[config.mk]
export PLATFORM = sky130hd
export DESIGN_NAME = mbe_r4_iter_mult
export DESIGN_NICKNAME = d
export VERILOG_FILES = /design/src/rtl/mbe_r4_iter_mult.sv
export SDC_FILE = /design/constraint.sdc
export NUM_CORES = 1
export LEC_CHECK = 0
export ABC_AREA = 1
export CORE_ASPECT_RATIO = 0.7
export CORE_MARGIN = 1.5
export CORE_UTILIZATION = 60
export CTS_CLUSTER_DIAMETER = 80
export CTS_CLUSTER_SIZE = 28
export DETAILED_ROUTE_END_ITERATION = 6
export PLACE_DENSITY = 0.82
export SYNTH_ARGS = -nofsm -noshare
export SYNTH_HDL_FRONTEND = slang
export SYNTH_SLANG_ARGS = --single-unit
export TNS_END_PERCENT = 5
[constraint.sdc]
create_clock -name clk -period 6.95 [get_ports clk]
set_clock_uncertainty 0.15 [all_clocks]
set_input_delay 1.39 -clock clk [delete_from_list [all_inputs] [get_ports clk]]
set_output_delay 1.39 -clock clk [all_outputs]
set_load 0.1 [all_outputs]
[src/rtl/mbe_r4_iter_mult.sv]
`default_nettype none
// ============================================================================
//  Module   : mbe_r4_iter_mult
//  Purpose  : Iterative signed N x N multiplier using radix-4 Modified Booth
//             Encoding. One multiplier triplet is recoded per cycle into a
//             digit in {-2,-1,0,+1,+2}; the resulting partial product is
//             added into a 2N-bit accumulator. N/2 cycles per product.
//  Ports    : clk     - rising-edge clock
//             rst_n   - asynchronous active-low reset
//             start   - begin a multiplication (sampled only when idle)
//             a, b    - multiplicand / multiplier, two's complement, N bits
//             busy    - operation in progress
//             done    - one-cycle pulse, product newly updated
//             product - full 2N-bit signed product, held until next done
//  Revision : 1.0 - initial release
// ============================================================================
module mbe_r4_iter_mult #(
    parameter int N = 16
) (
    input  logic           clk,
    input  logic           rst_n,
    input  logic           start,
    input  logic [N-1:0]   a,
    input  logic [N-1:0]   b,
    output logic           busy,
    output logic           done,
    output logic [2*N-1:0] product
);

    // ------------------------------------------------------------------------
    // Parameter legality
    // ------------------------------------------------------------------------
    generate
        if (((N % 2) != 0) || (N < 4)) begin : g_bad_n
            $error("mbe_r4_iter_mult: N must be even and >= 4");
        end
    endgenerate

    // ------------------------------------------------------------------------
    // Constants
    // ------------------------------------------------------------------------
    localparam int CW = ((N / 2) > 1) ? $clog2(N / 2) : 1;

    localparam logic [CW-1:0]  c_last = CW'((N / 2) - 1);
    localparam logic [2*N-1:0] c_one  = {{(2*N-1){1'b0}}, 1'b1};

    localparam logic [0:0] c_idle = 1'b0;
    localparam logic [0:0] c_run  = 1'b1;

    // ------------------------------------------------------------------------
    // State
    // ------------------------------------------------------------------------
    logic [0:0]     r_state;
    logic [2*N-1:0] r_a;        // multiplicand, pre-shifted by 2i each step
    logic [N:0]     r_bx;       // {B, 1'b0}: bit 0 supplies B[-1] = 0
    logic [2*N-1:0] r_acc;
    logic [CW-1:0]  r_cnt;
    logic [2*N-1:0] r_product;
    logic           r_done;

    logic [0:0]     w_state_nxt;
    logic [2*N-1:0] w_a_nxt;
    logic [N:0]     w_bx_nxt;
    logic [2*N-1:0] w_acc_nxt;
    logic [CW-1:0]  w_cnt_nxt;
    logic [2*N-1:0] w_product_nxt;
    logic           w_done_nxt;

    // ------------------------------------------------------------------------
    // Booth recoding of the current triplet and partial product formation.
    // The multiplier is shifted right by two each step, so the active triplet
    // always sits in r_bx[2:0]; the multiplicand is shifted left by two in
    // step, so it already carries the 2i weight.
    // ------------------------------------------------------------------------
    logic [2:0]     w_trip;
    logic           w_neg;
    logic           w_one;
    logic           w_two;
    logic [2*N-1:0] w_mag;
    logic [2*N-1:0] w_pp;
    logic [2*N-1:0] w_sum;

    always_comb begin
        w_trip = r_bx[2:0];
        w_neg  = w_trip[2];
        w_one  = w_trip[1] ^ w_trip[0];
        w_two  = (w_trip == 3'b011) || (w_trip == 3'b100);

        if (w_one) begin
            w_mag = r_a;
        end else if (w_two) begin
            w_mag = {r_a[2*N-2:0], 1'b0};
        end else begin
            w_mag = '0;
        end

        // For 111 the magnitude is zero and ~0 + 1 wraps back to zero.
        w_pp  = w_neg ? (~w_mag + c_one) : w_mag;
        w_sum = r_acc + w_pp;
    end

    // ------------------------------------------------------------------------
    // Next-state and datapath control
    // ------------------------------------------------------------------------
    always_comb begin
        w_state_nxt   = r_state;
        w_a_nxt       = r_a;
        w_bx_nxt      = r_bx;
        w_acc_nxt     = r_acc;
        w_cnt_nxt     = r_cnt;
        w_product_nxt = r_product;
        w_done_nxt    = 1'b0;

        case (r_state)
            c_idle: begin
                if (start) begin
                    w_state_nxt = c_run;
                    w_a_nxt     = {{N{a[N-1]}}, a};
                    w_bx_nxt    = {b, 1'b0};
                    w_acc_nxt   = '0;
                    w_cnt_nxt   = '0;
                end
            end
            c_run: begin
                w_acc_nxt = w_sum;
                w_a_nxt   = {r_a[2*N-3:0], 2'b00};
                w_bx_nxt  = {2'b00, r_bx[N:2]};
                w_cnt_nxt = r_cnt + 1'b1;
                if (r_cnt == c_last) begin
                    w_state_nxt   = c_idle;
                    w_product_nxt = w_sum;
                    w_done_nxt    = 1'b1;
                end
            end
            default: begin
                w_state_nxt = c_idle;
            end
        endcase
    end

    always_ff @(posedge clk or negedge rst_n) begin
        if (!rst_n) begin
            r_state   <= c_idle;
            r_a       <= '0;
            r_bx      <= '0;
            r_acc     <= '0;
            r_cnt     <= '0;
            r_product <= '0;
            r_done    <= 1'b0;
        end else begin
            r_state   <= w_state_nxt;
            r_a       <= w_a_nxt;
            r_bx      <= w_bx_nxt;
            r_acc     <= w_acc_nxt;
            r_cnt     <= w_cnt_nxt;
            r_product <= w_product_nxt;
            r_done    <= w_done_nxt;
        end
    end

    // ------------------------------------------------------------------------
    // Outputs
    // ------------------------------------------------------------------------
    assign busy    = (r_state == c_run);
    assign done    = r_done;
    assign product = r_product;

endmodule
`default_nettype wire
After elaboration in Yosys (flattened, before gate mapping)
Index checks and enable logic that the tools add are counted.
- bits of input ports: 35
- word-level logic and storage cells: 35
- latch bits: 0
- bits in read-only memories: 0
- RAM bits: 0
- register bits after elaboration: 118
- memories kept: 0
- output and inout bits: 34
- add/sub/neg operators: 3
- equal/unequal tests: 4
- $lt $le $gt $ge: 0
- reduce and logical (&&, ||, !) cells: 2
- mux-type cells: 16
- $mul: 0
- shift-type cells: 0
- bitwise operators: 3
- divide/modulo/power cells: 0
- operator list (kind ; count):
    2-to-1 mux 32 bit ; 5
    one-hot mux 32 bit (2 select lines) ; 2
    one-hot mux 17 bit (2 select lines) ; 1
    adder 32 x 1 -> 32 bit (second input constant) ; 1
    adder 32 bit ; 1
    inverter 32 bit ; 1
    2-to-1 mux 17 bit ; 1
    equality test 3 bit (second input constant) ; 2
    one-hot mux 3 bit (2 select lines) ; 1
    2-to-1 mux 1 bit ; 4
    adder 3 x 1 -> 3 bit (second input constant) ; 1
    equality test 3 x 2 -> 1 bit (second input constant) ; 1
    2-to-1 mux 3 bit ; 1
    inequality test 2 bit (second input constant) ; 1
    one-hot mux 1 bit (2 select lines) ; 1
    AND reduction 2 bit ; 1
    logical OR 1 bit ; 1
    inverter 1 bit ; 1
    XOR 1 bit ; 1

Longest topological paths before layout
- depth in word-level cells: 9
- gate-level depth with buffers: 30
- mapped depth without buffers: 29

Worst setup path before layout
No wires, ideal clock.
- path kind: register -> register
- start: register r_bx[0]
- end: register r_product[27] (netlist: product[27])
- clock period less this slack: 3659 ps
- required time: 6680 ps
- arrival time: 3389 ps
- library setup time: 120 ps
- cell stages (with the launch flop): 27
- path buffers: 2
- setup slack: 3291 ps
- path through: dfrtp_1 > inv_1 > ha_1 > buf_2 > buf_4 > inv_1 > nand3_1 > nand2_1 > inv_1 > ha_1 > inv_1 > nor2_4 > nand2_4 > nor2_8 > a21oi_1 > xor2_1 > inv_1 > ha_1 > a21oi_1 > o21ai_0 > nand2_1 > nand2_1 > a211oi_1 > nand2_1 > or2_2 > nand3_1 > nand2_1
- cells in the longest elaborated chain, start to end: 8
- elaborated cells between the ends (all ways): 10
- those cells by class: add/sub: 2; eq/ne: 2; mux: 3; bitwise: 2; reduce/logical: 1
- ends and longest elaborated chain (item ; RTL line ; RTL):
    start, declared ; 55 ; logic [N:0] r_bx;
    start signal, assigned ; 153 ; r_bx <= w_bx_nxt;
    equality test 3 x 2 -> 1 bit / equality test 3 bit (equally long branches) ; 87 ; w_two = (w_trip == 3'b011) || (w_trip == 3'b100);
    logical OR 1 bit ; 87 ;
    2-to-1 mux 32 bit ; 91 ; end else if (w_two) begin
    2-to-1 mux 32 bit (*) ; 89 ; if (w_one) begin
    inverter 32 bit ; 98 ; w_pp = w_neg ? (~w_mag + c_one) : w_mag;
    adder 32 x 1 -> 32 bit ; 98 ;
    2-to-1 mux 32 bit (*) ; 98 ;
    adder 32 bit (*) ; 99 ; w_sum = r_acc + w_pp;
    end signal, assigned ; 156 ; r_product <= w_product_nxt;
    end, declared ; 58 ; logic [2*N-1:0] r_product;
Mark *: on every way between the ends. The rest lies on a longest branch, timed or not.
A chain may end at the register's enable or synchronous reset.

Final worst setup path
- start: register r_bx[1]
- end: register r_product[24] (netlist: product[24])
Same word-level chain as after synthesis.

==> results.cfg <==
[outcome]
outcome = finished, final reports clean

[placement]
dpl.hpwl_um = 15100
gp_congestion = 1.03
dpl.cell_count = 1301
numPortBuffers = 68

[synth]
synth_top_cell_by_area = dfrtp_1
synth_simple_gate_area_share = 0.282
synth-xor-area-share = 0.0480
synth_top_family_by_area = simple AND/OR/NAND/NOR gates
async_flop_share = 1.00
yosys.area_share.adder = 0.0696
ys_types = 49
syn_area_per_cell_um2 = 7.29
synth_edf_count = 0
synth.area.top_cells = dfrtp_1 (37%), nand2_1 (16%), ha_1 (6.7%)
synthCells = 1100
ys_ff_latch = 118
ys.flop_type = dfrtp_1
synthesis.nets = 1179
ys_seq_area_frac = 0.368
netlist.area_leader.share = 0.368
synthMuxAreaShare = 0
synth_compound_area_frac = 0.141
ys_warn_count = 0
netlist_area_um2 = 8020

[worst_setup_path]
worstPathArrival_ps = 5120
cp-start-kind = register
worst-path-max-fanout = 43
critPathKind = register to register
slowest_stage = ha_1
max_stage_delay_ps = 580
path_buf_inv = 4
cp-end-kind = register
reg2reg_slack_ps = 1980
crit_family = simple AND/OR/NAND/NOR gates
critPathRequiredTime_ps = 7100
crit_chain = inv_1 -> ha_1 -> buf_4 -> nor2_1 -> a21oi_2 -> inv_1 -> nor2_1 -> nand2_1 -> nor2_2 -> nand3_1 -> o21ai_2 -> xor2_1 -> ha_1 -> nand2_1 -> inv_1 -> a21oi_1 -> a21boi_0 -> nand3_1 -> or2_2 -> nand3_1 -> nand2_1

[detailed_routing]
via_count = 7372
first_pass_iters = 6
ant_nets = 0
via_per_inst = 5.53
drtIter0Drc = 718
drt-total-wl_um = 20500
drc = 0
wl_per_cell_um = 15.4

[clocking]
clk_path_buf_depth = 2
tritoncts = yes
cts_setup_buffers = 0
cts_resized = 0
htreeDepth = 4
cts_buffers = 17
cts_hold_buf = 0
insertion_delay_ps = 420
cts_sinks = 118
cts_root_buf = clkbuf_16
clkTransAtPathRegs_ps = 60

[global_routing]
grt_pass1_vias = 6913
overflow = 0
grt_pass1_wl_um = 34100
grt_usage = 0.310
antenna_found_initial = 0
grt_max_degree = 65

[timing]
slew_headroom = 0.347
slew_violations = 0
hold_viol_final = 0
period_share = 0.716
max_clock_freq_mhz = 201
finalCriticalPeriod_ps = 4970
whs_ps = 327
tns_ps = 0
worst_pin_slew_ps = 976
finalSetupViolCount = 0
rsz0062_at_grt = no

[finish]
antennaDiodeCount = 0
drive_above_1_share = 0.0694
finalNetCount = 1233
final_cell_mix = nand2_1 (337), inv_1 (134), dfrtp_1 (118)
layout_commonest_cell = nand2_1
syn_to_final_growth_pct = 16.9
stdcell_count = 1333

[hold_path]
hold_class = register to register

[floorplanning]
coreArea_um2 = 13100
start_util = 0.613
num_rows = 35
dieArea_um2 = 14100
ios = 69
die_h_um = 99.7
fp.dieW_um = 141

[job]
cap_violations = 0
## worst paths after layout
kind / from / to / depth (start not counted)
max in group asynchronous: rst_n / r_a[29] / 2
setup / recovery: r_bx[1] / product[24] / 21
setup reg to reg: r_bx[1] / product[24] / 21
hold / removal: product[22] / product[22] / 2
hold reg to reg: product[22] / product[22] / 2
min in group asynchronous: rst_n / r_acc[28] / 1
## flip-flops by register name, indices dropped and copies added, names as in the netlist
signal and flops:
busy 1, r_bx 17, r_cnt 3, product 32, done 1, r_acc 32, r_a 32
## routing by layer
metal	track usage	share of wire	up-vias	wire length (um)
li1	-	-	3656	-
met5	0	0	-	0
met2	0.437	0.40	335	8240
met4	0.0873	0.0092	0	188
met1	0.475	0.51	3359	10400
met3	0.0693	0.081	22	1670
## cell usage after synthesis (5+ instances only)
cell	n
nand2_1	337
inv_1	134
dfrtp_1	118
nor2_1	81
nand3_1	69
o21ai_0	61
ha_1	43
a21oi_1	41
xor2_1	33
o221ai_1	30
clkbuf_1	24
xnor2_1	11
nand4_1	9
nor2_2	7
nor3_1	7
buf_2	6
inv_2	6
o211ai_1	6
buf_1	5
nand2_2	5
## worst reg2reg max path, delay by kind of cell (launching register included)
kind            cells  cell delay, ps
xor+xnor            1             250
flops               1             350
compound gates      4             980
fa+ha+maj           2             880
buf+inv             4             690
simple gates       10            1550
## cell type report
class	count	area (um2)
clock inverters	12	153
flip-flops and latches	118	2950
clock buffers	20	447
repair buffers	76	738
fillers	1091	3710
multi-input cells	798	4340
well taps	166	208
inverters	143	539
## logic make-up (layout without fill, tap and decap cells)
family,count (synthesis),in the layout
compound gates,176,176
xor+xnor,44,44
fa+ha+maj,44,44
buf+inv,184,251
flops,118,118
simple gates,534,534
## stage by stage
step,utilization,setup slack (ps),cell area [um2]
2_1_floorplan,-,3290,8020
3_3_place_gp,0.671,2250,8780
3_5_place_dp,0.671,2170,8780
4_1_cts,0.716,2140,9380
5_1_grt,0.716,1590,9380
6_report,0.716,1980,9380
Power is left out: the tool's default activity adds up to more than one toggle a clock period on the data nets, which glitch-free logic cannot reach.
